## src/rtl/simon_pkg.sv

```systemverilog
// Shared definitions for the Simon game front end: button count, timing base
// and the per-button debounce FSM state encoding.
package simon_pkg;

    localparam int unsigned N_BTN        = 4;
    localparam int unsigned TICKS_PER_MS = 25000;

    localparam logic [1:0] BTN_ENC_IDLE         = 2'd0;
    localparam logic [1:0] BTN_ENC_PRESS_WAIT   = 2'd1;
    localparam logic [1:0] BTN_ENC_PRESSED      = 2'd2;
    localparam logic [1:0] BTN_ENC_RELEASE_WAIT = 2'd3;

    typedef enum logic [1:0] {
        ST_IDLE         = BTN_ENC_IDLE,
        ST_PRESS_WAIT   = BTN_ENC_PRESS_WAIT,
        ST_PRESSED      = BTN_ENC_PRESSED,
        ST_RELEASE_WAIT = BTN_ENC_RELEASE_WAIT
    } btn_state_t;

    // Index width for a set of n items, never narrower than one bit.
    function automatic int unsigned id_width(input int unsigned n);
        return (n > 1) ? $clog2(n) : 1;
    endfunction

endpackage

```

## src/rtl/btn_debounce_ch.sv

```systemverilog
// One button channel: synchroniser, debounce FSM with stability counter,
// registered debounced level and one-cycle press/release pulses.
module btn_debounce_ch
    import simon_pkg::*;
#(
    parameter int unsigned SYNC_STAGES    = 2,
    parameter int unsigned DEBOUNCE_TICKS = 250000
) (
    input  logic CLK,
    input  logic RST,
    input  logic raw,
    output logic level,
    output logic rise,
    output logic fall
);

    localparam int unsigned CNT_W    = $clog2(DEBOUNCE_TICKS + 1);
    localparam logic [CNT_W-1:0] CNT_LAST = CNT_W'(DEBOUNCE_TICKS - 1);
    localparam logic [CNT_W-1:0] CNT_ONE  = CNT_W'(1);
    localparam bit   ONE_TICK = (DEBOUNCE_TICKS == 1);

    logic [SYNC_STAGES-1:0] sync;
    logic                   s;
    btn_state_t             state;
    btn_state_t             state_nxt;
    logic [CNT_W-1:0]       cnt;
    logic [CNT_W-1:0]       cnt_nxt;
    logic                   rise_nxt;
    logic                   fall_nxt;

    // Metastability filter on the raw pin.
    always_ff @(posedge CLK or posedge RST) begin
        if (RST) begin
            sync <= '0;
        end else begin
            sync <= {sync[SYNC_STAGES-2:0], raw};
        end
    end

    assign s = sync[SYNC_STAGES-1];

    // A single stable tick means the wait states are skipped entirely.
    always_comb begin
        state_nxt = state;
        cnt_nxt   = cnt;
        rise_nxt  = 1'b0;
        fall_nxt  = 1'b0;
        case (state)
            ST_IDLE: begin
                if (s) begin
                    if (ONE_TICK) begin
                        state_nxt = ST_PRESSED;
                        cnt_nxt   = '0;
                        rise_nxt  = 1'b1;
                    end else begin
                        state_nxt = ST_PRESS_WAIT;
                        cnt_nxt   = CNT_ONE;
                    end
                end
            end
            ST_PRESS_WAIT: begin
                if (!s) begin
                    state_nxt = ST_IDLE;
                    cnt_nxt   = '0;
                end else if (cnt == CNT_LAST) begin
                    state_nxt = ST_PRESSED;
                    cnt_nxt   = '0;
                    rise_nxt  = 1'b1;
                end else begin
                    cnt_nxt = cnt + CNT_ONE;
                end
            end
            ST_PRESSED: begin
                if (!s) begin
                    if (ONE_TICK) begin
                        state_nxt = ST_IDLE;
                        cnt_nxt   = '0;
                        fall_nxt  = 1'b1;
                    end else begin
                        state_nxt = ST_RELEASE_WAIT;
                        cnt_nxt   = CNT_ONE;
                    end
                end
            end
            ST_RELEASE_WAIT: begin
                if (s) begin
                    state_nxt = ST_PRESSED;
                    cnt_nxt   = '0;
                end else if (cnt == CNT_LAST) begin
                    state_nxt = ST_IDLE;
                    cnt_nxt   = '0;
                    fall_nxt  = 1'b1;
                end else begin
                    cnt_nxt = cnt + CNT_ONE;
                end
            end
            default: begin
                state_nxt = ST_IDLE;
                cnt_nxt   = '0;
            end
        endcase
    end

    always_ff @(posedge CLK or posedge RST) begin
        if (RST) begin
            state <= ST_IDLE;
            cnt   <= '0;
            level <= 1'b0;
            rise  <= 1'b0;
            fall  <= 1'b0;
        end else begin
            state <= state_nxt;
            cnt   <= cnt_nxt;
            level <= (state_nxt == ST_PRESSED) || (state_nxt == ST_RELEASE_WAIT);
            rise  <= rise_nxt;
            fall  <= fall_nxt;
        end
    end

endmodule

```

## src/rtl/btn_debounce.sv

```systemverilog
// Debounces the game buttons and holds one pending press event for the game
// FSM behind a valid/ack handshake, flagging any press that had to be dropped.
module btn_debounce #(
    parameter  int unsigned N_BTN          = simon_pkg::N_BTN,
    parameter  int unsigned SYNC_STAGES    = 2,
    parameter  int unsigned DEBOUNCE_TICKS = 250000,
    localparam int unsigned ID_W           = simon_pkg::id_width(N_BTN)
) (
    input  logic             CLK,
    input  logic             RST,
    input  logic [N_BTN-1:0] btn_raw,
    output logic [N_BTN-1:0] btn_level,
    output logic [N_BTN-1:0] btn_press,
    output logic [N_BTN-1:0] btn_release,
    output logic             press_valid,
    output logic [ID_W-1:0]  press_id,
    input  logic             press_ack,
    output logic             overrun,
    input  logic             overrun_clr
);

    logic [ID_W-1:0] lo_idx;
    logic            any_press;
    logic            multi_press;
    logic            load;
    logic            ovr_set;

    for (genvar i = 0; i < int'(N_BTN); i++) begin : g_ch
        btn_debounce_ch #(
            .SYNC_STAGES   (SYNC_STAGES),
            .DEBOUNCE_TICKS(DEBOUNCE_TICKS)
        ) u_ch (
            .CLK  (CLK),
            .RST  (RST),
            .raw  (btn_raw[i]),
            .level(btn_level[i]),
            .rise (btn_press[i]),
            .fall (btn_release[i])
        );
    end

    // Lowest set index wins; scanning downwards lets the lowest overwrite last.
    always_comb begin
        lo_idx = '0;
        for (int i = int'(N_BTN) - 1; i >= 0; i--) begin
            if (btn_press[i]) begin
                lo_idx = ID_W'(i);
            end
        end
    end

    assign any_press   = |btn_press;
    assign multi_press = |(btn_press & (btn_press - N_BTN'(1)));
    assign load        = any_press && (!press_valid || press_ack);
    assign ovr_set     = multi_press || (any_press && press_valid && !press_ack);

    always_ff @(posedge CLK or posedge RST) begin
        if (RST) begin
            press_valid <= 1'b0;
            press_id    <= '0;
            overrun     <= 1'b0;
        end else begin
            if (load) begin
                press_valid <= 1'b1;
                press_id    <= lo_idx;
            end else if (press_ack) begin
                press_valid <= 1'b0;
            end
            if (overrun_clr) begin
                overrun <= 1'b0;
            end else if (ovr_set) begin
                overrun <= 1'b1;
            end
        end
    end

endmodule

```

## config.mk

```make
export PLATFORM = sky130hd
export DESIGN_NAME = btn_debounce
export DESIGN_NICKNAME = d
export VERILOG_FILES = /design/src/rtl/simon_pkg.sv /design/src/rtl/btn_debounce_ch.sv /design/src/rtl/btn_debounce.sv
export SDC_FILE = /design/constraint.sdc
export NUM_CORES = 1
export LEC_CHECK = 0
export BUFFER_PORTS_ARGS = -buffer_cell sky130_fd_sc_hd__buf_2
export CORE_ASPECT_RATIO = 1.2
export CORE_MARGIN = 10
export CORE_UTILIZATION = 40
export CTS_CLUSTER_DIAMETER = 100
export CTS_CLUSTER_SIZE = 25
export DETAILED_ROUTE_END_ITERATION = 10
export PLACE_DENSITY = 0.65
export SYNTH_ARGS = -nofsm -noshare
export SYNTH_HDL_FRONTEND = slang
export SYNTH_SLANG_ARGS = --single-unit
```

## constraint.sdc

```tcl
create_clock -name CLK -period 3.48 [get_ports CLK]
set_input_delay 0.348 -clock CLK [delete_from_list [all_inputs] [get_ports CLK]]
set_output_delay 0.348 -clock CLK [all_outputs]
set_load 0.005 [all_outputs]
```

==> results.yml <==
floorplan:
  start_util: 0.407
  die_y_um: 147
  design.die.area_sq_um: 18400
  ioPinCount: 24
  die_w_um: 125
  row_count: 46
  design.core.area_sq_um: 13100
yosys:
  post_synth_fa_ha_maj_area_fraction: 0.00938
  ys.flop_type: "dfrtp_1"
  syn_area_sq_um: 5340
  synth_area_leaders: "dfrtp_1 (49%), nand3_1 (4.5%), nand2_1 (4.2%), o21ai_0 (3.7%), a21oi_1 (2.9%)"
  avgSynthCellArea_sq_um: 9.55
  synth_top_area_frac: 0.488
  synth-simple-area-share: 0.260
  syn-num-nets: 571
  synth_warnings: 0
  synth-seq-cells: 104
  syn_inst: 559
  synthArstFlopShare: 1.00
  ys_seq_area_frac: 0.488
  synth-edff-count: 0
  synth_top_family_by_area: "simple AND/OR/NAND/NOR gates"
  yosys.area.top_type: "dfrtp_1"
  ys_types: 58
  synth_xor_area_frac: 0.0312
  synthMuxAreaShare: 0.0356
  synth-compound-area-share: 0.135
clock_network:
  numCtsBuffers: 9
  h-tree-depth: 3
  postCtsSetupRepairBufs: 0
  path_clk_slew_ns: 0.07
  clock_tree.root_cell: "clkbuf_16"
  cts.sinks: 104
  clk_latency_ns: 0.36
  cts_tree: "done"
  clock_path_buffers: 2
  cts_hold_buf: 0
  postCtsResizedCells: 0
timing:
  worst_pin_slew_ns: 1.07
  finalSetupViolCount: 0
  slew-limit-headroom: 0.283
  setup_tns_ns: 0
  period_share: 0.719
  whs_ns: 0.0924
  finalHoldViolCount: 0
  fin_crit_ns: 2.50
  max_freq_mhz: 399
  rsz0062_at_grt: "no"
  slew_viol_final: 0
  finClkSkew_ns: 0.0112
  setup_ws_ns: 0.977
setup_path:
  worstSetupPathType: "flip-flop to flip-flop"
  start_kind: "flip-flop"
  required_ns: 3.75
  cp_max_fo: 13
  endpoint_kind: "flip-flop"
  rr_startpoint: "g_ch[0].u_ch.sync[1]"
  setup.worst_path.start: "g_ch[0].u_ch.sync[1]"
  cp.arrival_ns: 2.78
final_layout:
  final_cell_mix: "dfrtp_1 (104), nand2_1 (59), nand3_1 (48)"
  stdcell_count: 743
  fillCellCount: 1256
  fin_nets: 582
  antenna_cells: 0
  fin_area_sq_um: 5840
  drive_above_1_share: 0.117
  mostFrequentLayoutCell: "dfrtp_1"
  syn_to_final_growth_pct: 9.43
  fin_util: 0.445
drt:
  drtIter0Drc: 428
  drc: 0
  via_per_inst: 5.69
  vias: 4226
  wire_per_inst_um: 14.9
  ant_nets: 0
  wl_mm: 11.1
  drtPass1Iterations: 4
power:
  power_mw: 2.40
  p_leak_nw: 2.53
  peakVddDrop_v: 0.000281
  power-per-cell-area_nw_per_um2: 412
min_path:
  worstHoldPathType: "input port to flip-flop"
  hold_start: "btn_raw[1]"
outcome:
  outcome: "complete, no violations"
global_routing:
  grt_max_degree: 64
  grt_pass1_wl_mm: 19.1
  grt_pass1_vias: 4062
  grt_overflow_total: 0
  antenna_found_initial: 0
  grt_use_total: 0.121
placement:
  dp_cells: 727
  hpwl_mm: 7.58
  placed_area_sq_um: 5540
  gp_congestion: 0.845
  port-buffer-count: 23
  pre_cts_slack_ns: 0.996
job:
  drv_cap: 0
layer usage:
metal | track usage | share of wire | vias to the layer above
met5 | 0 | 0 | -
met4 | 0.0479 | 0.018 | 0
met3 | 0.0326 | 0.035 | 14
met2 | 0.194 | 0.48 | 67
met1 | 0.150 | 0.47 | 2091
li1 | - | - | 2054
final cells by class:
| type | count | area, sq um | area share |
|---|---|---|---|
| Clock buffer | 12 | 267 | 0.0456 |
| Clock inverter | 4 | 35.0 | 0.00600 |
| Inverter | 17 | 66.3 | 0.0114 |
| Multi-Input combinational cell | 413 | 2520 | 0.431 |
| Sequential cell | 104 | 2600 | 0.446 |
| Tap cell | 168 | 210 | 0.0360 |
| Timing Repair Buffer | 25 | 143 | 0.0244 |
registers in the layout, indices dropped and copies added (netlist names):
register,cells
g_ch.u_ch.cnt,72
g_ch.u_ch.fall,4
g_ch.u_ch.sync,8
press_valid,1
g_ch.u_ch.rise,4
g_ch.u_ch.level,4
overrun,1
g_ch.u_ch.state,8
press_id,2
synth_stat cells (7+ instances only):
cell	n
or3_1	15
a21o_1	11
nand3_1	48
xnor2_1	8
inv_1	17
buf_4	13
nor4_1	15
xor2_1	11
and2_1	7
nand4_1	15
clkbuf_1	7
nor2_1	35
o21ai_0	39
mux2i_1	10
and3_1	11
nand2_1	59
a21oi_1	31
nor3b_1	8
dfrtp_1	104
nor3_1	11
mux2_2	8
worst max-delay path, cell delays in order, from the launching register on:
cell and delay [ns]:
dfrtp_1 0.42, xor2_1 0.49, nand2_1 0.31, a21oi_1 0.86, a21oi_1 0.15, o21ai_0 0.19
final timing paths:
path / endpoint / slack, ns / cells past startpoint
worst max-delay path: g_ch[0].u_ch.cnt[6] / 0.98 / 5
worst min-delay path: g_ch[1].u_ch.sync[0] / 0.09 / 1
worst max register to register: g_ch[0].u_ch.cnt[6] / 0.98 / 5
worst min register to register: g_ch[3].u_ch.sync[1] / 0.36 / 0
max in group asynchronous: g_ch[0].u_ch.cnt[3] / 2.62 / 3
min in group asynchronous: g_ch[3].u_ch.cnt[9] / 0.15 / 2
cells by family (layout without fill, tap and decap cells):
| kind of cell | Yosys count | count (layout) |
|---|---|---|
| simple gates | 259 | 259 |
| compound gates | 113 | 113 |
| flops | 104 | 104 |
| buf+inv | 42 | 58 |
| xor+xnor | 19 | 19 |
| mux | 18 | 18 |
| fa+ha+maj | 4 | 4 |
power breakdown:
group | internal (mW) | leakage (nW) | switching (mW)
logic | 0.0426 | 0.975 | 0.0854
registers | 1.23 | 1.41 | 0.0256
clock network | 0.552 | 0.150 | 0.468
total | 1.82 | 2.53 | 0.579
(Power assumes the default switching activity.)
